==> src/rtl/fnd_digit_scanner.sv <==
// fnd_digit_scanner: free-running, time-multiplexed digit-select scanner for the FND
// common pins. It steps through NUM_DIGITS slots of SCAN_DIV cycles each. Every slot
// opens with BLANK_CYC dark cycles so that the previous digit has fully released
// before the next one is driven. A per-digit mask, latched at slot start, can keep
// individual digits dark without changing slot timing.
// All outputs are registered from next-state values, so they line up with cnt/idx
// in the same cycle and have no pipeline lag.
module fnd_digit_scanner #(
    parameter int NUM_DIGITS = 4,
    parameter int SCAN_DIV   = 100000,
    parameter int BLANK_CYC  = 1000,
    parameter bit ACTIVE_LOW = 1'b1,
    localparam int IDX_W     = $clog2(NUM_DIGITS),
    localparam int CNT_W     = $clog2(SCAN_DIV)
) (
    input  logic                  clk,
    input  logic                  reset,
    input  logic                  i_en,
    input  logic [NUM_DIGITS-1:0] i_digit_mask,
    output logic [NUM_DIGITS-1:0] o_digit_sel,
    output logic [IDX_W-1:0]      o_digit_idx,
    output logic                  o_blank,
    output logic                  o_slot_tick
);

    localparam logic [CNT_W-1:0]      CNT_MAX = CNT_W'(SCAN_DIV - 1);
    localparam logic [IDX_W-1:0]      IDX_MAX = IDX_W'(NUM_DIGITS - 1);
    localparam logic [NUM_DIGITS-1:0] SEL_OFF = {NUM_DIGITS{ACTIVE_LOW}};

    // Slot phase derived from the counter; OFF covers the disabled case.
    typedef enum logic [1:0] {
        PH_OFF   = 2'd0,
        PH_BLANK = 2'd1,
        PH_DRIVE = 2'd2
    } phase_t;

    // Scan state
    logic [CNT_W-1:0]      cnt, cnt_n;
    logic [IDX_W-1:0]      idx, idx_n;
    logic [NUM_DIGITS-1:0] m_q, m_n;
    logic                  first_q, first_n;  // mask not yet sampled since reset

    // Next-state helpers
    logic   roll;
    logic   in_blank_n;
    phase_t phase_n;

    // Output next values
    logic                  lit_n;
    logic [NUM_DIGITS-1:0] sel_n;
    logic                  blank_n;
    logic                  tick_n;

    logic [NUM_DIGITS-1:0] sel_q;
    logic                  blank_q;
    logic                  tick_q;

    // State register: counter, digit index, latched mask and the post-reset arm flag
    always_ff @(posedge clk) begin
        if (reset) begin
            cnt     <= '0;
            idx     <= '0;
            m_q     <= '0;
            first_q <= 1'b1;
        end else begin
            cnt     <= cnt_n;
            idx     <= idx_n;
            m_q     <= m_n;
            first_q <= first_n;
        end
    end

    // Next-state logic: advance while enabled, hold everything otherwise
    always_comb begin
        roll    = i_en && (cnt == CNT_MAX);
        cnt_n   = cnt;
        idx_n   = idx;
        m_n     = m_q;
        first_n = first_q && !i_en;
        if (i_en) begin
            if (roll) begin
                cnt_n = '0;
                // Explicit wrap compare: NUM_DIGITS need not be a power of two.
                idx_n = (idx == IDX_MAX) ? '0 : idx + IDX_W'(1);
            end else begin
                cnt_n = cnt + CNT_W'(1);
            end
            // Mask is only sampled at slot start, so a mid-slot change waits a slot.
            if (roll || first_q)
                m_n = i_digit_mask;
        end
    end

    // Blank-window test on the next counter value; absent when BLANK_CYC is zero
    generate
        if (BLANK_CYC == 0) begin : g_no_blank
            assign in_blank_n = 1'b0;
        end else begin : g_blank
            localparam logic [CNT_W-1:0] BLANK_LIM = CNT_W'(BLANK_CYC);
            assign in_blank_n = (cnt_n < BLANK_LIM);
        end
    endgenerate

    // Phase decode for the coming cycle
    always_comb begin
        phase_n = PH_OFF;
        if (i_en)
            phase_n = in_blank_n ? PH_BLANK : PH_DRIVE;
    end

    // Output decode from next-state values: at most one select bit ever active
    always_comb begin
        lit_n   = (phase_n == PH_DRIVE) && m_n[idx_n];
        sel_n   = SEL_OFF;
        if (lit_n)
            sel_n = SEL_OFF ^ (NUM_DIGITS'(1) << idx_n);
        blank_n = !lit_n;
        tick_n  = roll;
    end

    // Output register: keeps the pin drivers glitch-free
    always_ff @(posedge clk) begin
        if (reset) begin
            sel_q   <= SEL_OFF;
            blank_q <= 1'b1;
            tick_q  <= 1'b0;
        end else begin
            sel_q   <= sel_n;
            blank_q <= blank_n;
            tick_q  <= tick_n;
        end
    end

    assign o_digit_sel = sel_q;
    assign o_digit_idx = idx;
    assign o_blank     = blank_q;
    assign o_slot_tick = tick_q;

endmodule

==> config.mk <==
export PLATFORM = sky130hd
export DESIGN_NAME = fnd_digit_scanner
export DESIGN_NICKNAME = d
export VERILOG_FILES = /design/src/rtl/fnd_digit_scanner.sv
export SDC_FILE = /design/constraint.sdc
export NUM_CORES = 1
export LEC_CHECK = 0
export CAP_MARGIN = 15
export CORE_MARGIN = 2
export CORE_UTILIZATION = 46
export DETAILED_ROUTE_END_ITERATION = 10
export GPL_TIMING_DRIVEN = 0
export PLACE_DENSITY = 0.66
export SETUP_SLACK_MARGIN = 0.3
export SLEW_MARGIN = 15
export SYNTH_ARGS = -nofsm -noshare
export SYNTH_HDL_FRONTEND = slang
export SYNTH_SLANG_ARGS = --single-unit
==> constraint.sdc <==
create_clock -name clk -period 2.9 [get_ports clk]
set_input_delay 0.58 -clock clk [delete_from_list [all_inputs] [get_ports clk]]
set_output_delay 0.58 -clock clk [all_outputs]
set_load 0.005 [all_outputs]
==> results of run 1 <==
power groups by stage:
| stage | combinational [mW] | clock [mW] | sequential (mW) |
|---|---|---|---|
| finish | 0.0419 | 0.269 | 0.427 |
| global route | 0.0476 | 0.289 | 0.428 |
| CTS | 0.0427 | 0.273 | 0.427 |
| detailed placement | 0.0423 | 0 | 0.436 |
| global placement | 0.0411 | 0 | 0.435 |
| floorplan | 0.0276 | 0 | 0.434 |
cell usage in the layout, fill, tap and decap left out, drive strengths merged, types with 2 or more instances in the layout:
cell type      synthesis  layout
mux2i                  6       6
nand3                  8       8
buf                    8       9
nor3                   5       5
ha                     2       2
nor2                  33      33
a21oi                  8       8
xnor2                  8       8
a31oi                  4       4
o21ai                  6       6
nand2                 21      21
and4                   3       3
nand2b                 2       2
nand4                  6       6
and3                   5       5
xor2                   7       7
inv                    5       5
o311ai                 2       2
o31ai                  2       2
clkdlybuf4s50          0      13
nor4                   3       3
dfxtp                 30      30
clkbuf                 2       7
worst paths after layout:
check                             to  cells past startpoint               start
setup reg to reg  o_blank$_SDFF_PP1_                      9  cnt[12]$_SDFF_PP0_
hold / removal     m_q[2]$_SDFF_PP0_                      2   m_q[2]$_SDFF_PP0_
hold reg to reg    m_q[2]$_SDFF_PP0_                      2   m_q[2]$_SDFF_PP0_
setup / recovery  o_blank$_SDFF_PP1_                      9  cnt[12]$_SDFF_PP0_
cell families (layout without fill, tap and decap cells):
family,Yosys count,count (layout)
AO/OA/AOI/OAI,33,33
AND/OR/NAND/NOR,91,91
multiplexers,7,7
buffers and inverters,15,36
flip-flops,30,30
adder cells (fa/ha/maj),2,2
XOR/XNOR,15,15
critical path, delay by kind of cell, from the launching register on:
family / cells / cell delay [ns]
and+or+nand+nor: 4 / 0.94
buffers and inverters: 2 / 0.27
muxes: 1 / 0.26
AOI/OAI and AO/OA: 2 / 0.56
DFF: 1 / 0.32
timing repair:
item                                    4_1_cts  5_1_grt
pin swaps                                     1        1
gates resized for setup                       3        6
endpoints found under the setup margin        5        4
state kept, by name, summed over array words and instances, names as in the netlist:
signal       cells
cnt             17
m_q              4
o_digit_sel      4
o_digit_idx      2
first_q          1
o_blank          1
o_slot_tick      1
routing by layer:
layer / GRT usage / vias up / part of all wire
li1: - / 721 / -
met1: 0.230 / 678 / 0.43
met2: 0.354 / 32 / 0.51
met3: 0.0423 / 11 / 0.037
met4: 0.0652 / 0 / 0.021
met5: 0 / - / 0
stage by stage:
stage	cell area (sq um)	hold slack, ns	setup WS (ns)	cells	utilization
after global routing	1940	0.568	0.293	260	0.572
after CTS	1920	0.528	0.415	260	0.565
after detailed placement	1850	0.502	0.0416	252	0.545
after global placement	1850	0.483	0.117	252	0.545
final	1940	0.526	0.422	260	0.572
after floorplan	1660	0.463	0.553	193	-
area by class of cell:
cell class,count,area share
multi-input combinational,148,0.512
sequential,30,0.312
timing repair buffer,13,0.0671
buffer,10,0.0368
tap,46,0.0297
clock buffer,6,0.0265
inverter,5,0.00968
clock inverter,2,0.00645
==> run summary, run 1 <==
The run finished with clean final reports. The slowest stage of the critical path is the sky130_fd_sc_hd__a2111oi_4 cell. The top cell type's share of synthesized area works out to 0.362. The tools report the post-synthesis sequential area ratio as 0.362. Walking the worst path, the cells encountered are buf_6, or3_4, nor4_4, and3_1, buf_6, mux2i_4, a211oi_2, a2111oi_4, nand4_1. The via count of the first global-routing pass came out at 1474. Minimum setup slack among reg-to-reg paths: 0.42 ns.

The worst-case clock skew was 0.00699 ns. The logs give 0 for the number of antenna violations at the first check in global routing and 0.33 ns for the clock insertion delay at the later pin of the skew report. The number of standard-cell rows in the floorplan was 21.

The cell-internal power is 0.555 mW. Portion of the clock cycle consumed by the worst path in the final layout: 0.855. For the number of buffers inserted by post-CTS setup repair, the log shows 0. The path class of the tightest hold or removal check is reg2reg. Most repeated cell in the gate-level netlist after synthesis: sky130_fd_sc_hd__nor2_1. The overall global routing resource usage was 0.197; the routability-driven placement congestion ratio was 0.905. The die is 64.1 um wide. For this run, the leading register cell type out of synthesis is sky130_fd_sc_hd__dfxtp_1.

The largest stage delay on the critical path was 0.47 ns; the maximum fanout encountered on the critical timing path was 8. The complex-gate fraction of the synthesized area was 0.150. The clock net sink count was 30; the clock network fraction of design power was 0.365.

The share of layout cells above drive strength 1 was 0.168. The logs give 0.710 nW for the leakage power of the design and 0.256 mV for the maximum resistive drop on vdd. The run gives 3390 sq um as the core area.

The run gives 0.737 mW as the total power of the final layout. The logs give 0.183 mW for the power dissipated by switching net loads and 0 for the total congestion overflow. The proportion of register bits with asynchronous set or reset after synthesis is 0. The fmax came out at 403 MHz.

The tools report the number of inserted filler cells in the final layout as 339. The root buffer cell chosen for the clock tree is sky130_fd_sc_hd__clkbuf_4. The critical path required time is 3.09 ns.

The cell that appears most often on the critical path is sky130_fd_sc_hd__buf_6. The number of synthesized register bits was 30. By area, the combinational part of the netlist is dominated by simple AND/OR/NAND/NOR gates. In this run the deepest clock path goes through 2 buffers.

The final route contains 1442 vias. The worst path needs 2.48 ns of the cycle, external delays included. The tools report the element type at the critical path start as a flip-flop. The starting utilization of the core area came out at 0.490. Summed over all instances, the cell type with the most area after synthesis is sky130_fd_sc_hd__dfxtp_1. Setup violations remaining at the end of the flow were counted as 0.

In the final design database the tool counted 222 nets. Setup repair after global routing left no endpoint under its margin. The sequential cell fraction of total power came out at 0.579.

Buffers inserted to repair hold after CTS numbered 0. The sequential cells in the finished layout cover a total of 606 sq um. Max-cap violations in this run came to 0.

The routed design has 3630 um of wire. In this run the number of H-tree levels came out at 2. By count the netlist is led by sky130_fd_sc_hd__nor2_1, sky130_fd_sc_hd__dfxtp_1, sky130_fd_sc_hd__nand2_1.

The fraction of synthesized area in multiplexers was 0.0430. The I/O pin total was 15; the placed wire-length estimate was 2740 um. Counting flops with a built-in enable in the synthesized netlist gives 0. The worst setup path is captured at a flip-flop. Synthesis handed over a netlist of 193 instances.

The number of nets handed over by synthesis was 202. For the first-pass GRT wire length, the log shows 6390 um. The number of warning messages in the yosys log was 0; the clock input transition at the sequential cells of the worst setup and hold paths was 0.10 ns. The simple-gate share of the synthesized area works out to 0.298. The floorplan step defined a die boundary enclosing 4110 sq um.

The fraction of power spent switching nets works out to 0.248. In the post-synthesis netlist, the biggest area contributors are sky130_fd_sc_hd__dfxtp_1, sky130_fd_sc_hd__nor2_1, sky130_fd_sc_hd__nand2_1. The area used by multi-input combinational logic was 992 sq um. Averaged over all synthesized cells, the footprint is 8.60 sq um. At the worst endpoint, the arrival time is 2.67 ns. After the first detailed-routing iteration, the DRC count stood at 57. TritonCTS built the clock tree.

The count of buffers added on input and output ports is 13. The post-synthesis adder-cell area fraction works out to 0.0151. The tightest slew margin relative to the limit came out at 0.692. The wire length per cell works out to 14.0 um. The total count of hold-check failures in the final report was 0. The power per cell area was 380 nW/um^2.

Critical setup path kind: reg2reg. Relative to the synthesized area, the layout overhead comes to 16.8%. Final max-slew violation count: 0. For this run, the detailed router's first-pass iteration total came to 4. CTS buffer count: 5.

In this run the vertical extent of the chip is 64.1 um. For the count of antenna diodes in the layout, the log shows 0. The detail route stage leaves a number of antenna-violating nets equal to 0.

In the final timing run, aggregate negative setup slack is 0 ns. The XOR/XNOR share of the synthesized area is 0.0791. The remaining design rule violation count came out at 0.

Part of the power in combinational logic: 0.057. For the pin with the worst max-slew slack, the measured transition is 0.459 ns. Entering global routing, the biggest net connects 11 pins. The count of unique library cells instantiated by Yosys was 49. The run gives 1660 sq um as the post-synthesis instance area. After detailed routing, the number of vias per cell comes to 5.55.
Power figures use the tool's default switching activity.
==> inputs of run 2 (changes only) <==
--- a/config.mk
+++ b/config.mk
@@ -6,7 +6,6 @@
 export NUM_CORES = 1
 export LEC_CHECK = 0
 export CAP_MARGIN = 15
-export CORE_MARGIN = 2
 export CORE_UTILIZATION = 46
 export DETAILED_ROUTE_END_ITERATION = 10
 export GPL_TIMING_DRIVEN = 0
==> run 2 against run 1 <==
  * Cell count unchanged
  * Global-route usage grew 2.0 points
  * Power is 0.87% lower
==> run summary, run 2 (synthesized netlist as in run 1, its figures left out) <==
The flow ran to the end, and the final reports show no timing, DRC or antenna violations. The via count of the first global-routing pass is 1327. The core area was 3390 sq um; the clock input transition at the sequential cells of the worst setup and hold paths was 0.10 ns. From synthesis to final layout, the design area changed by 15.7%. For the worst-skew pair, the clock arrives at the later sink with an insertion delay of 0.33 ns.

The worst-case IR drop observed on VDD is 0.290 mV. Measured along the x axis, the die boundary spans 62.1 um. For this block, the routed nets add up to 3480 um of wire. The arrival time at the worst endpoint was 2.55 ns; the starting utilization of the core area was 0.490.

In the layout the commonest cells are sky130_fd_sc_hd__nor2_1, sky130_fd_sc_hd__dfxtp_1, sky130_fd_sc_hd__nand2_1. The quantity of hold-fixing buffers added after cts was 0. Maximum fanout encountered on the critical timing path: 9. TritonCTS built the clock tree. The floorplan step defined a die boundary enclosing 3850 sq um. The repair_antennas step left the layout with diodes totalling 0. The number of buffers inserted by post-CTS setup repair is 0, and the largest stage delay on the critical path is 0.41 ns. Before CTS, the worst setup slack after placement is 0.0855 ns. The maximum number of pins on one net before global-route repair came out at 11.

The power per cell area is 380 nW/um^2. The slew at the pin with the worst max-slew slack came out at 0.489 ns. For this run the aggregate overflow at the end of global routing stands at 0. The share of layout cells above drive strength 1 is 0.164. Critical path required time: 3.10 ns. The largest individual stage delay along the critical path comes from the cell sky130_fd_sc_hd__dfxtp_2.

In the routed layout, each cell is associated on average with a via count of 5.55. Element type at the critical path start: a flip-flop. Counting instances, the worst hold path has a depth of 2. The clock tree synthesis step divided the H-tree into 2 levels. Height of the die: 62.1 um. Summed over all nets, the half-perimeter wirelength after detailed placement is 2590 um.

The register name with the most flops is cnt. The most common cell after layout, fill and taps aside was sky130_fd_sc_hd__nor2_1. In the routed design, unresolved DRC markers number 0. Setup violations remaining at the end of the flow were counted as 0.

The critical setup path kind is reg2reg. The number of cells on the worst reg-to-reg path is 10. The type of destination of the critical path was a flip-flop. The post-layout minimum cycle time works out to 2.35 ns. Summed over all cells, the static leakage comes to 0.705 nW.

The number of antenna violations at the first check in global routing was 0. The final core utilization came out at 0.567. Setup repair after global routing left no endpoint under its margin.

For the final database, setup skew stands at 0.0157 ns. The detail route stage leaves a number of antenna-violating nets equal to 0. Port buffering added 13 buffers.

The tools report the cell at the root of the clock tree as sky130_fd_sc_hd__clkbuf_4. Timing would allow up to 426 MHz. The overall global routing resource usage was 0.217; the detailed-router iteration count before antenna repair was 4. For the final routed database, the setup TNS stands at 0 ns. The tools report the total count of hold-check failures in the final report as 0. The first-pass GRT wire length is 5980 um.

The critical path goes through ha_1, clkbuf_2, inv_1, nor2_2, and3_1, buf_6, mux2i_2, a211oi_2, a2111oi_4, nand4_1. No sink is reached through more buffers than the 2 on the longest clock path. In this run, CTS created clock tree buffers numbering 5. In the final design database the tool counted 222 nets. After detailed routing, the average wire length per cell comes to 13.4 um.

I/O pin total: 15. The register with the most flip-flops in the layout has 17 of them. Setup slack closes at 0.550 ns.

For the final max-slew violation count, the log shows 0. In this run the core area contains 21 standard-cell rows. The congestion estimate from routability-driven global placement came to 0.857. Worst hold-check path type: reg2reg.

The tree built by TritonCTS fans out to 30 sinks. The portion of the clock cycle consumed by the worst path in the final layout came out at 0.810. The total via count in the routed design is 1444. The tools report the tightest slew margin relative to the limit as 0.674.

The tool flagged a number of max-cap violations equal to 0. For this block, the initial DRC count from the detailed router was 63.
==> run 2: final timing paths <==
path | startpoint | endpoint | slack, ns
setup / recovery | cnt[1]$_SDFFE_PP0P_ | o_blank$_SDFF_PP1_ | 0.55
hold / removal | cnt[10]$_SDFF_PP0_ | cnt[10]$_SDFF_PP0_ | 0.52
setup reg to reg | cnt[1]$_SDFFE_PP0P_ | o_blank$_SDFF_PP1_ | 0.55
hold reg to reg | cnt[10]$_SDFF_PP0_ | cnt[10]$_SDFF_PP0_ | 0.52
==> run 2: cell type report <==
cell class | instances | area, sq um
inverter | 5 | 18.8
clock inverter | 1 | 5.00
multi-input combinational | 148 | 981
buffer | 10 | 71.3
sequential | 30 | 603
clock buffer | 7 | 55.1
tap | 46 | 57.6
fill | 310 | 1470
timing repair buffer | 13 | 130
==> run 2: timing repair <==
item,CTS,global route
setup endpoints to repair,5,5
pin swaps,0,1
gates resized for setup,4,2
==> run 2: power breakdown <==
group,switching (mW),internal [mW]
Clock,0.143,0.117
Combinational,0.0228,0.0207
Sequential,0.00774,0.419
Total,0.174,0.557
==> run 2: routing by layer <==
layer	up-vias	GRT usage	routed length [um]
li1	723	-	-
met1	676	0.267	1620
met2	34	0.356	1640
met3	11	0.0414	113
met4	0	0.124	111
met5	-	0	0
==> run 2: metrics by stage <==
step	power [mW]	area, sq um	hold slack, ns	std cells
final	0.731	1920	0.523	260
after global routing	0.757	1920	0.542	260
after CTS	0.736	1920	0.517	260
after detailed placement	0.478	1850	0.502	252
after global placement	0.477	1850	0.481	252
after floorplan	0.462	1660	0.463	193
==> run 2: worst max-delay path: cells and delay by family (launching register included) <==
kind                     cells  cell delay [ns]
AO/OA/AOI/OAI                2             0.42
adder cells (fa/ha/maj)      1             0.16
buffers and inverters        3             0.46
flip-flops                   1             0.41
multiplexers                 1             0.29
AND/OR/NAND/NOR              3             0.48
==> inputs of run 3 (changes only) <==
--- a/config.mk
+++ b/config.mk
@@ -9,7 +9,7 @@
 export CORE_UTILIZATION = 46
 export DETAILED_ROUTE_END_ITERATION = 10
 export GPL_TIMING_DRIVEN = 0
-export PLACE_DENSITY = 0.66
+export PLACE_DENSITY = 0.69
 export SETUP_SLACK_MARGIN = 0.3
 export SLEW_MARGIN = 15
 export SYNTH_ARGS = -nofsm -noshare
==> constraint.sdc (replaced) <==
create_clock -name clk -period 2 [get_ports clk]
set_input_delay 0.4 -clock clk [delete_from_list [all_inputs] [get_ports clk]]
set_output_delay 0.4 -clock clk [all_outputs]
set_load 0.005 [all_outputs]
==> run 3 against run 2 <==
  * The run now ends with negative setup slack left
  * Sequential share of layout area shrank 3.2 points
  * Cell count grew 6.5%
  * Clock skew shrank 0.0042 ns
  * Die area is the same
  * First-iteration DRC count grew 60%
  * Utilization grew 7.9 points
  * Sequential cell count is the same
  * Design area grew 14%
  * Register-to-register slack lost 0.76 ns
  * Count of clock-buffer cells in the layout shrank 1
  * Wire length grew 17%
  * Global-route usage grew 1.1 points
  * Critical path type unchanged
  * Highest routed layer unchanged
==> run summary, run 3 (synthesized netlist as in run 1, its figures left out) <==
The flow ran to the end, but the final reports show violations. The checks that failed: negative setup slack. Leaving out fill and tap cells, the most frequent cells in the layout are sky130_fd_sc_hd__nor2_1, sky130_fd_sc_hd__dfxtp_1, sky130_fd_sc_hd__nand2_1. The tools report the final core utilization as 0.646.

The logs give 0.490 for the starting utilization of the core area and 2.44 ns for the arrival time at the worst endpoint. Register name with the most flops: cnt. The sequential cell fraction of total power is 0.555. After clock tree synthesis, the clock-pin slew on the worst setup and hold paths is 0.11 ns.

Entering global routing, the biggest net connects 11 pins. The worst setup path is launched from a flip-flop. The share of layout cells above drive strength 1 was 0.299; the critical path required time was 2.23 ns. In this run the tool buffered the top-level ports with 13 buffer cells. The wire length per cell is 14.7 um.

The min-delay analysis places its worst path in the category in2reg. For the total count of hold-check failures in the final report, the log shows 0. The logs give 0 for the final max-slew violation count and 0 for the number of antenna violations at the first check in global routing.

The setup path with the least slack is of type reg2reg. The total length of routed wires was 4070 um; the per-cell via count in the routed design was 5.48. Routability-driven placement congestion ratio: 0.867. In this run the remaining antenna-violating nets after routing total 0.

Timing would allow up to 454 MHz. Pin placement for this block handled 15 I/O pins. The slew at the pin with the worst max-slew slack is 0.471 ns.

The cell-internal power was 0.820 mW. The logs give 2 for the maximum level of the CTS H-tree and -0.357 ns for the post-place setup slack. Power spread over the standard cell area amounts to 504 nW/um^2.

The number of max-cap violations was 0. The run gives 0.284 mW as the power dissipated by switching net loads. The maximum fanout encountered on the critical timing path was 5. For this design, the sink count on the clock tree is 30. The clock network fraction of design power was 0.361; the worst hold path stage count was 3. Summed over all failing endpoints, the final setup total negative slack is -1.77 ns. The tools report the overall global routing resource usage as 0.228. In the routed design, unresolved DRC markers number 0. The run gives 2630 um as the placed wire-length estimate. The portion of the clock cycle consumed by the worst path in the final layout was 1.10. Measured along the y axis, the die boundary spans 62.1 um.

Type of destination of the critical path: a flip-flop. TritonCTS built the clock tree. The count of antenna diodes in the layout was 0; the via count of the first global-routing pass was 1335. The flip-flop count of the largest register, all copies and words added is 17, and the final count of negative-setup-slack endpoints is 21. The clock passes through at most 2 buffers. Summed over all layers, the global routing overflow is 0. Tightest slew margin relative to the limit: 0.686.

Area of the die: 3850 sq um. The worst setup margin is -0.205 ns, and the post-layout minimum cycle time is 2.21 ns. The floorplan step defined a core boundary enclosing 3390 sq um. For this design the static power due to leakage is 0.829 nW. The most common cell after layout, fill and taps aside was sky130_fd_sc_hd__nor2_1. The fraction of power spent switching nets came out at 0.257.

Total power for the finished layout comes to 1.10 mW. The part of the power in combinational logic is 0.084. Setup repair after global routing could not meet its margin everywhere. Clock latency on the worst-skew pair, taken at its later pin, is 0.34 ns.

The number of clock buffers added by TritonCTS is 5. Measured along the x axis, the die boundary spans 62.1 um. Buffers inserted to repair hold after CTS numbered 0.

The clock arrives with 0.0116 ns of skew. On the final layout, the worst hold slack is 0.389 ns. The number of nets in the layout came out at 239.

In this run, the number of DRC markers left after iteration 0 of detailed routing was 101. The floorplan has 21 rows. The maximum resistive drop on vdd came out at 0.301 mV. The layout-stage area growth over the synthesis result was 31.8%; the first-pass GRT wire length was 6190 um. For the worst flop-to-flop path, the logic depth is 10.

The tree is rooted in a sky130_fd_sc_hd__clkbuf_4. Total via count in the routed design: 1519. The pre-antenna-repair detailed-routing pass consisted of 4 iterations.
[run 3: path summary, 6_finish.rpt]
check | slack, ns | start | to
worst max-delay path | -0.21 | cnt[12]$_SDFF_PP0_ | o_blank$_SDFF_PP1_
worst max register to register | -0.21 | cnt[12]$_SDFF_PP0_ | o_blank$_SDFF_PP1_
worst min-delay path | 0.39 | i_en | cnt[1]$_SDFFE_PP0P_
worst min register to register | 0.51 | cnt[10]$_SDFF_PP0_ | cnt[10]$_SDFF_PP0_
[run 3: layer usage]
metal | up-vias | global-route usage | wire length [um]
met5 | - | 0 | 0
met4 | 0 | 0.111 | 64
met3 | 5 | 0.0683 | 147
met2 | 26 | 0.362 | 2020
met1 | 729 | 0.282 | 1840
li1 | 759 | - | -
[run 3: worst max-delay path, cell delays in order (launching register included)]
cell	delay (ns)
sky130_fd_sc_hd__dfxtp_2	0.33
sky130_fd_sc_hd__buf_6	0.10
sky130_fd_sc_hd__or3_4	0.38
sky130_fd_sc_hd__nor4_4	0.15
sky130_fd_sc_hd__and3_1	0.21
sky130_fd_sc_hd__buf_6	0.13
sky130_fd_sc_hd__mux2i_4	0.25
sky130_fd_sc_hd__a211oi_2	0.07
sky130_fd_sc_hd__a2111oi_4	0.19
sky130_fd_sc_hd__buf_4	0.19
sky130_fd_sc_hd__nand4_1	0.08
[run 3: through the flow]
stage                     cell area [sq um]  std cells
after floorplan                        1690        193
after global placement                 1870        252
after detailed placement               1870        252
after CTS                              2090        270
after global routing                   2190        277
final                                  2190        277
[run 3: power groups by stage]
stage	clock network [mW]	logic [mW]	registers, mW
final	0.399	0.0923	0.613
after global routing	0.423	0.0984	0.614
after CTS	0.406	0.0862	0.613
after detailed placement	0	0.0658	0.632
after global placement	0	0.0632	0.632
after floorplan	0	0.0437	0.630
[run 3: timing repair]
| action | in CTS | in global routing |
|---|---|---|
| buffers inserted | 9 | 7 |
| gates resized for setup | 20 | 10 |
| pin swaps | 5 | 4 |
| endpoints found under the setup margin | 26 | 26 |
| cloned | 1 | 0 |
[run 3: layout make-up]
class,count,area (sq um)
plain buffers,10,93.8
clock buffers,6,51.3
clock inverters,2,12.5
fillers,278,1200
inverters,5,21.3
multi-input cells,148,1070
flip-flops and latches,30,617
well taps,46,57.6
repair buffers,30,262
